$ cat src/rtl/fc_spike_scheduler.sv
// fc_spike_scheduler: walks a buffered spike frame into per-group weight fetches, then drains, fires and releases the buffer
module fc_spike_scheduler #(
    parameter int SYNAPSE_INDEX = 16,
    parameter int CONV1_ADDR    = 9,
    parameter int N_GROUP       = 4,
    parameter int W_ADDR        = 16,
    parameter int PE_LAT        = 2,
    localparam int GW           = N_GROUP > 1 ? $clog2(N_GROUP) : 1
) (
    input  logic                     clk,
    input  logic                     rstn,
    input  logic                     buf_valid,
    input  logic [CONV1_ADDR:0]      buf_count,
    output logic [CONV1_ADDR-1:0]    buf_rd_addr,
    input  logic [SYNAPSE_INDEX-1:0] s_index,
    output logic                     buf_release,
    output logic                     w_rd_en,
    output logic [W_ADDR-1:0]        w_addr,
    input  logic                     pe_ready,
    output logic                     pe_acc_en,
    output logic [GW-1:0]            pe_group,
    output logic                     pe_fire,
    output logic [15:0]              frame_cnt,
    output logic                     busy
);
    localparam int AW = SYNAPSE_INDEX + 5;

    typedef enum logic [2:0] {IDLE, READ, CAPT, FETCH, DRAIN, FIRE, RELEASE, GUARD} state_t;

    state_t                   state, nxt;
    logic [CONV1_ADDR:0]      cnt;
    logic [CONV1_ADDR-1:0]    ptr;
    logic [SYNAPSE_INDEX-1:0] idx;
    logic [GW-1:0]            g;
    logic [3:0]               tcnt;
    logic [W_ADDR-1:0]        w_addr_q, wa;
    logic                     last_g, last_ptr;

    assign wa          = W_ADDR'(AW'(idx) * AW'(N_GROUP) + AW'(g));
    assign last_g      = g == GW'(N_GROUP - 1);
    assign last_ptr    = {1'b0, ptr} == cnt - (CONV1_ADDR + 1)'(1);
    assign w_addr      = w_rd_en ? wa : w_addr_q;
    assign buf_rd_addr = state == IDLE ? '0 : ptr;
    assign pe_fire     = state == FIRE;
    assign buf_release = state == RELEASE;
    assign busy        = state != IDLE;

    always_ff @(posedge clk) begin
        if (!rstn) state <= IDLE;
        else       state <= nxt;
    end

    always_comb begin
        nxt     = state;
        w_rd_en = 1'b0;
        case (state)
            IDLE:    if (buf_valid) nxt = buf_count == '0 ? DRAIN : READ;
            READ:    nxt = CAPT;
            CAPT:    nxt = FETCH;
            FETCH: begin
                w_rd_en = pe_ready;
                if (pe_ready && last_g) nxt = last_ptr ? DRAIN : READ;
            end
            DRAIN:   if (tcnt == 4'(PE_LAT - 1)) nxt = FIRE;
            FIRE:    nxt = RELEASE;
            RELEASE: nxt = GUARD;
            GUARD:   if (tcnt[0]) nxt = IDLE;
            default: nxt = IDLE;
        endcase
    end

    // tcnt restarts on every state change, so DRAIN and GUARD each see it count from 0
    always_ff @(posedge clk) begin
        if (!rstn) begin
            cnt       <= '0;
            ptr       <= '0;
            idx       <= '0;
            g         <= '0;
            tcnt      <= '0;
            w_addr_q  <= '0;
            pe_acc_en <= 1'b0;
            pe_group  <= '0;
            frame_cnt <= '0;
        end else begin
            tcnt      <= nxt != state ? '0 : tcnt + 4'd1;
            pe_acc_en <= w_rd_en;
            pe_group  <= g;
            if (state == IDLE && buf_valid) begin
                cnt <= buf_count;
                ptr <= '0;
            end
            if (state == CAPT) begin
                idx <= s_index;
                g   <= '0;
            end
            if (w_rd_en) begin
                w_addr_q <= wa;
                g        <= last_g ? '0 : g + GW'(1);
                if (last_g && !last_ptr) ptr <= ptr + CONV1_ADDR'(1);
            end
            if (state == FIRE) frame_cnt <= frame_cnt + 16'd1;
        end
    end
endmodule

$ cat config.mk
export PLATFORM = sky130hd
export DESIGN_NAME = fc_spike_scheduler
export DESIGN_NICKNAME = d
export VERILOG_FILES = /design/src/rtl/fc_spike_scheduler.sv
export SDC_FILE = /design/constraint.sdc
export NUM_CORES = 1
export LEC_CHECK = 0
export BUFFER_PORTS_ARGS = -buffer_cell sky130_fd_sc_hd__buf_4
export CORE_MARGIN = 2
export CORE_UTILIZATION = 57
export CTS_BUF_LIST = sky130_fd_sc_hd__clkbuf_4
export DETAILED_ROUTE_END_ITERATION = 10
export HOLD_SLACK_MARGIN = 0.08
export PLACE_DENSITY = 0.83
export SYNTH_ARGS = -nofsm -noshare
export SYNTH_HDL_FRONTEND = slang
export SYNTH_SLANG_ARGS = --single-unit
$ cat constraint.sdc
create_clock -name clk -period 3.05 [get_ports clk]
set_input_delay 0.305 -clock clk [delete_from_list [all_inputs] [get_ports clk]]
set_output_delay 0.305 -clock clk [all_outputs]
set_load 0.01 [all_outputs]
==> results.yml, run 1 <==
flow_run:
  maxCapViolCount: 0
detailed_routing:
  postRouteAntennaNets: 0
  drt_iter0_markers: 161
  wl_met1_microns: 3880
  topRoutingLayerUsed: "met4"
  drc: 0
  wl_met2_microns: 4410
  route.final.wire_length_microns: 8990
  drt_pass1_iterations: 5
  route.met3.wl_microns: 585
  wl_per_cell_microns: 14.5
  viasPerCell: 5.77
  num_vias: 3579
final_layout:
  n_antenna_cell: 0
  nets: 574
  post-route-util_pct: 71.1
  layout_commonest_cell: "nand2_1"
  multi_input_area_sq_um: 2050
  area_growth_pct: 20.8
  drive_gt1_share_pct: 18.4
  fillers: 527
  final_cell_mix: "nand2_1, buf_4, dfxtp_1"
  ff_latch_area_sq_um: 1540
  final_cell_area_sq_um: 4520
run_status:
  status: "finished, final reports clean"
grt:
  grt_start_max_net_pins: 43
  grt_pass1_wl_microns: 14800
  first_global_vias: 3256
  grtUsageTotal_pct: 25.2
  antenna_found_initial: 0
  grt.overflow.total: 0
cts:
  cts.sinks: 77
  cts_tree: "done"
  htree_num_levels: 3
  cts_setup_buffers: 0
  clk_latency_ps: 430
  clock_path_buffers: 2
  root_buffer: "clkbuf_4"
  path_clk_slew_ps: 130
  cts-buffers-inserted: 9
placement:
  gp_congestion: 0.853
  dpl_cell_area_sq_um: 4300
  post-dp-hpwl_microns: 6070
  portBuffers: 75
setup_path:
  path_delay_family: "compound AO/OA/AOI/OAI gates"
  slowest_delay_ps: 610
  worstSetupPathType: "flop to flop"
  cp_common_cell: "o311ai_0"
  startpoint_type: "flop"
  crit_fanout: 13
  worst-path-buf-inv: 1
  end_kind: "flop"
  cp.required_ps: 3370
  arrival_ps: 3010
  path_cells: "inv_1 -> ha_1 -> nor2b_1 -> nand2_1 -> o311ai_0 -> o2bb2ai_2 -> or4_1 -> o311ai_0"
  cp_slowest_cell: "o311ai_0"
floorplan:
  rows: 29
  io_pins: 78
  die_area_sq_um: 7220
  start_util_pct: 58.9
  die_h_microns: 85.0
  die_x_microns: 85.0
  core_sq_um: 6350
power:
  power_density_nw_per_um2: 581
  power_leakage_nw: 1.90
  total_power_mw: 2.62
  ir_drop_v: 0.000442
synth:
  syn_nets: 509
  postSynthCellCount: 473
  async_flop_share_pct: 0
  synth_edf_count: 0
  ys_seq_area_share_pct: 41.2
  avgSynthCellArea_sq_um: 7.90
  netlist_area_sq_um: 3740
  synth-seq-cells: 77
  synth.distinct_cells: 51
  synth_warnings: 0
  synthFlopType: "dfxtp_1"
sta:
  hold-worst-slack_ps: 110
  worst_pin_slew_ps: 778
  timing.setup.tns_ps: 0
  fmax_mhz: 372
  setup_viol: 0
  finClkSkew_ps: 20.1
  finalHoldViolCount: 0
  maxSlewHeadroom_pct: 48.1
  rsz0062_at_grt: "false"
  finalCriticalPeriod_ps: 2690
  drv_slew: 0
  fin_crit_sh_pct: 88.1
min_path:
  hp-class: "input pin to flop"
timing repair:
item | 4_1_cts | 5_1_grt
hold endpoints to repair | 0 | 5
endpoints found under the setup margin | 0 | 2
resized for setup | 0 | 1
hold buffers | 0 | 5
synthesized netlist by cell type (5+ instances only):
master | n | area (sq um)
nand2_1 | 125 | 469
nor2_1 | 23 | 86.3
a21oi_1 | 29 | 145
clkbuf_1 | 23 | 86.3
and3_1 | 7 | 43.8
nor3_1 | 14 | 70.1
nor4b_1 | 6 | 52.6
o21ai_0 | 7 | 35.0
ha_1 | 6 | 75.1
nand4_1 | 5 | 31.3
xor2_1 | 17 | 149
or4_1 | 6 | 45.0
nand3_1 | 12 | 60.1
dfxtp_1 | 77 | 1540
o22ai_1 | 6 | 37.5
xnor2_1 | 7 | 61.3
and2_1 | 28 | 175
inv_1 | 7 | 26.3
cells by family after synthesis:
group / synth area share, %
mux: 0.803
fa+ha+maj: 2.01
simple gates: 33.3
compound gates: 12.9
flops: 41.2
xor+xnor: 5.62
buf+inv: 4.12
flip-flops by register name, indices dropped and copies added (netlist names):
register / cells
cnt: 10
frame_cnt: 16
g: 2
idx: 14
pe_acc_en: 1
pe_group: 2
ptr: 9
state: 3
tcnt: 4
w_addr_q: 16
per-layer routing:
metal,track usage [%],vias to the layer above
met4,9.52,0
met3,7.39,11
met1,31.3,1702
li1,-,1760
met5,0,-
met2,41.4,106
final cells by class:
| cell class | count | share of cell area (%) |
|---|---|---|
| multi-input combinational | 359 | 45.4 |
| sequential | 77 | 34.1 |
| timing repair buffer | 83 | 14.1 |
| clock inverter | 7 | 2.13 |
| tap | 77 | 2.13 |
| clock buffer | 9 | 1.50 |
| inverter | 8 | 0.665 |
per-stage QoR:
stage               cells  setup slack [ps]
floorplan             473               551
global placement      599               456
detailed placement    599               350
CTS                   615               334
global route          620              44.5
finish                620               362
power breakdown:
part           leakage [nW]  total, mW  internal [mW]  switching, mW
combinational          1.19      0.714          0.266          0.448
sequential            0.623       1.21           1.09          0.119
clock                0.0806      0.696          0.335          0.361
total                  1.90       2.62           1.69          0.929
worst reg2reg max path, cell delays in order, from the launching register on:
cell and delay, ps:
dfxtp_1 360, inv_1 70, ha_1 210, nor2b_1 310, nand2_1 110, o311ai_0 610
o2bb2ai_2 310, or4_1 520, o311ai_0 100
path summary, 6_finish.rpt:
check	cells after the start	from	slack (ps)	to
max	8	cnt[0]	360	ptr[4]
max reg2reg	8	cnt[0]	360	ptr[4]
min reg2reg	2	idx[6]	470	idx[6]
min	3	s_index[6]	110	idx[6]
Power figures use the tool's default switching activity.
==> run 2, diff against run 1 <==
PLACE_DENSITY = 0.82   (was 0.83)
==> run 2 against run 1 <==
- register-to-register slack worse by 140 ps
- core utilization up 0.53 points
- via count up 0.11%
- sequential share of layout area down 0.25 points
- sequential power about the same
- first-iteration DRC count up 25%
- total power down 0.51%
- largest power group unchanged
- highest routed layer unchanged
==> results.yml, run 2 (same netlist as run 1, synthesis figures left out) <==
sta:
  fmax_mhz: 353
  worst_pin_slew_ps: 896
  setup_viol: 0
  fin_crit_sh_pct: 92.8
  drv_slew: 0
  finalHoldViolCount: 0
  finClkSkew_ps: 15.2
  rsz0062_at_grt: "false"
  hold-worst-slack_ps: 102
  finalWorstSetupSlack_ps: 220
  maxSlewHeadroom_pct: 40.3
  finalCriticalPeriod_ps: 2830
  timing.setup.tns_ps: 0
setup_path:
  crit_fanout: 13
  path_cells: "inv_1 -> ha_1 -> nor2b_1 -> nand2_1 -> o311ai_0 -> o2bb2ai_1 -> or4_1 -> o311ai_0"
  arrival_ps: 3170
  cp.required_ps: 3390
  worst-r2r-cell-count: 8
  r2r_slack_ps: 220
  slowest_delay_ps: 560
  worstSetupPathType: "flop to flop"
  startpoint_type: "flop"
  end_kind: "flop"
  cp_slowest_cell: "or4_1"
  cp_common_cell: "o311ai_0"
detailed_routing:
  route.final.wire_length_microns: 9180
  wl_per_cell_microns: 14.7
  viasPerCell: 5.73
  drc: 0
  num_vias: 3583
  postRouteAntennaNets: 0
  drt_pass1_iterations: 5
  drt_iter0_markers: 202
grt:
  grt_pass1_wl_microns: 15200
  grt.overflow.total: 0
  grt_start_max_net_pins: 37
  first_global_vias: 3256
  antenna_found_initial: 0
  grtUsageTotal_pct: 25.9
cts:
  cts_tree: "done"
  cts-buffers-inserted: 9
  clock_path_buffers: 2
  root_buffer: "clkbuf_4"
  cts_hold_buffers: 10
  path_clk_slew_ps: 140
  cts.sinks: 77
  cts_setup_buffers: 0
  clk_latency_ps: 450
  ctsResizeCount: 0
  htree_num_levels: 3
floorplan:
  start_util_pct: 58.9
  die_area_sq_um: 7220
  die_x_microns: 85.0
  rows: 29
  io_pins: 78
  die_h_microns: 85.0
  core_sq_um: 6350
placement:
  gp_congestion: 0.891
  post-dp-hpwl_microns: 6170
  dp_slack_ps: 330
  portBuffers: 75
flow_run:
  maxCapViolCount: 0
final_layout:
  layout_commonest_cell: "nand2_1"
  drive_gt1_share_pct: 18.2
  reg_top3: "frame_cnt (16), w_addr_q (16), idx (14)"
  multi_input_area_sq_um: 2040
  post-route-util_pct: 71.7
  nets: 579
  final_cell_mix: "nand2_1, buf_4, dfxtp_1"
  n_antenna_cell: 0
  fillers: 519
  ff_latch_area_sq_um: 1540
  area_growth_pct: 21.7
power:
  total_power_mw: 2.61
  power_density_nw_per_um2: 574
  power_leakage_nw: 1.92
  ir_drop_v: 0.000412
min_path:
  hp-class: "input pin to flop"
  holdPathStages: 3
run_status:
  status: "finished, final reports clean"
run 2: changes by cell type in the layout (fill, tap and decap cells not counted):
cell / before / now
inv_8: 0 / 2
o2bb2ai_2: 1 / 0
clkinvlp_4: 2 / 1
clkinv_1: 2 / 1
inv_6: 2 / 3
o2bb2ai_1: 0 / 1
dlygate4sd3_1: 5 / 10
bufinv_16: 2 / 1
run 2: final timing paths:
kind,from,end
max,cnt[0],ptr[3]
min,buf_count[4],cnt[4]
max reg2reg,cnt[0],ptr[3]
min reg2reg,idx[2],idx[2]
run 2: per-stage QoR:
stage          instances  cell area (sq um)
6_report             625               4550
5_1_grt              625               4550
4_1_cts              625               4550
3_3_place_gp         599               4300
2_1_floorplan        473               3740
3_5_place_dp         599               4300
run 2: cell type report:
| type | count | area share (%) |
|---|---|---|
| Timing Repair Buffer | 88 | 15.1 |
| Tap cell | 77 | 2.12 |
| Clock buffer | 9 | 1.48 |
| Multi-Input combinational cell | 359 | 44.9 |
| Inverter | 8 | 0.660 |
| Sequential cell | 77 | 33.9 |
| Clock inverter | 7 | 1.90 |
run 2: metal layers:
metal / GRT usage (%) / vias to the layer above / wire length, microns
li1: - / 1777 / -
met1: 32.1 / 1688 / 3980
met2: 43.8 / 103 / 4550
met3: 6.81 / 15 / 532
met4: 8.80 / 0 / 123
met5: 0 / - / 0
run 2: power breakdown:
part,switching (mW),total (mW),internal (mW)
Sequential,0.115,1.21,1.09
Combinational,0.448,0.717,0.268
Clock,0.415,0.684,0.269
run 2: critical path: cells and delay by family (launching register included):
kind,cells,cell delay (ps)
compound gates,3,1040
fa+ha+maj,1,220
buf+inv,1,70
flops,1,380
simple gates,3,1010
==> run 3, diff against run 2 <==
CTS_CLUSTER_DIAMETER = 80   (was not set)
clock period = 3.1 ns   (was 3.05 ns; I/O delays follow)
==> run 3 against run 2 <==
- die area did not move
- final area fell by 0.91%
- setup slack improved by 150 ps
- core utilization fell by 0.65 points
- total power fell by 4.8%
- sequential power barely moved
- combinational power fell by 3%
- fmax rose by 3.7%
- sequential share of layout area rose by 0.31 points
- via count rose by 0.14%
- critical path type unchanged
- largest cell class unchanged
- highest routed layer unchanged
==> results.yml, run 3 (same netlist as run 1, synthesis figures left out) <==
cts:
  clock_path_buffers: 2
  root_buffer: "clkbuf_4"
  cts.sinks: 77
  htree_num_levels: 3
  path_clk_slew_ps: 140
  clk_latency_ps: 450
  cts_tree: "done"
  cts-buffers-inserted: 9
sta:
  fmax_mhz: 366
  finalHoldViolCount: 0
  finClkSkew_ps: 16.2
  timing.setup.tns_ps: 0
  rsz0062_at_grt: "false"
  finalWorstSetupSlack_ps: 370
  finalCriticalPeriod_ps: 2730
  maxSlewHeadroom_pct: 41.4
  fin_crit_sh_pct: 88.1
  setup_viol: 0
  drv_slew: 0
  worst_pin_slew_ps: 878
floorplan:
  die_h_microns: 85.0
  io_pins: 78
  die_area_sq_um: 7220
  die_x_microns: 85.0
  core_sq_um: 6350
  rows: 29
  start_util_pct: 58.9
setup_path:
  cp_slowest_cell: "or4_1"
  crit_path_end: "ptr[3]"
  cp.required_ps: 3440
  path_delay_family: "compound AO/OA/AOI/OAI gates"
  worst-path-buf-inv: 1
  arrival_ps: 3070
  rr_endpoint: "ptr[3]"
  crit_cells: 8
  crit_start: "cnt[0]"
  r2r_slack_ps: 370
  path_cells: "inv_1 -> ha_1 -> o21ba_1 -> a221o_1 -> a221o_1 -> a211o_1 -> or4_1 -> o311ai_0"
  end_kind: "flop"
  startpoint_type: "flop"
  slowest_delay_ps: 550
  worst-r2r-cell-count: 8
  cp_common_cell: "a221o_1"
  r2r_start: "cnt[0]"
  crit_fanout: 13
  worstSetupPathType: "flop to flop"
final_layout:
  reg_top3: "frame_cnt (16), w_addr_q (16), idx (14)"
  fillers: 536
  area_growth_pct: 20.6
  multi_input_area_sq_um: 2040
  drive_gt1_share_pct: 18.3
  post-route-util_pct: 71.0
  nets: 577
  n_antenna_cell: 0
  ff_latch_area_sq_um: 1540
  final_cell_area_sq_um: 4510
  final_cell_mix: "nand2_1, buf_4, dfxtp_1"
  layout_commonest_cell: "nand2_1"
power:
  ir_drop_v: 0.000453
  power_density_nw_per_um2: 551
  total_power_mw: 2.48
  power_leakage_nw: 1.90
detailed_routing:
  wl_per_cell_microns: 14.8
  drt_iter0_markers: 187
  postRouteAntennaNets: 0
  route.final.wire_length_microns: 9230
  drc: 0
  num_vias: 3588
  drt_pass1_iterations: 4
  viasPerCell: 5.76
run_status:
  status: "finished, final reports clean"
min_path:
  hp-class: "input pin to flop"
grt:
  grt_pass1_wl_microns: 14900
  grt_start_max_net_pins: 37
  grtUsageTotal_pct: 25.2
  grt.overflow.total: 0
  antenna_found_initial: 0
  first_global_vias: 3392
placement:
  dpl_cell_area_sq_um: 4300
  gp_congestion: 0.921
  portBuffers: 75
  dp_slack_ps: 440
  post-dp-hpwl_microns: 6200
flow_run:
  maxCapViolCount: 0
## run 3: what timing repair did
action	CTS	global route
endpoints found under the hold margin	5	3
setup buffers	0	0
resized for setup	0	0
hold buffers	5	3
## run 3: stage by stage
stage | instances | hold WS, ps
final | 623 | 98.9
after global routing | 623 | 82.6
after CTS | 620 | 80.7
after detailed placement | 599 | 447
after global placement | 599 | 442
after floorplan | 473 | 437
## run 3: worst min-delay path, delay by kind of cell
family,cells,cell delay [ps]
AND/OR/NAND/NOR,1,40
AO/OA/AOI/OAI,1,50
buffers and inverters,1,110
## run 3: final cells by class
type	instances	share of cell area [%]
clock buffers	9	1.50
clock inverters	7	1.44
inverters	8	0.666
multi-input cells	359	45.3
flip-flops and latches	77	34.2
well taps	77	2.14
repair buffers	86	14.8
## run 3: how the worst min path moves through the flow
stage,startpoint,to,slack (ps),cells past startpoint
floorplan,idx[0],idx[0],440,2
global placement,idx[5],idx[5],440,2
detailed placement,idx[11],idx[11],450,2
CTS,s_index[9],idx[9],80,3
global route,s_index[9],idx[9],80,3
finish,s_index[9],idx[9],100,3
## run 3: metal layers
| metal | vias up | part of all wire (%) | global-route usage, % |
|---|---|---|---|
| met2 | 112 | 50 | 43.0 |
| met1 | 1690 | 42 | 29.8 |
| met3 | 23 | 6.0 | 6.91 |
| li1 | 1763 | - | - |
| met5 | - | 0 | 0 |
| met4 | 0 | 2.1 | 10.8 |
## run 3: power breakdown
part	switching, mW	internal (mW)	leakage (nW)
sequential	0.117	1.08	0.623
combinational	0.436	0.263	1.21
clock	0.409	0.184	0.0710
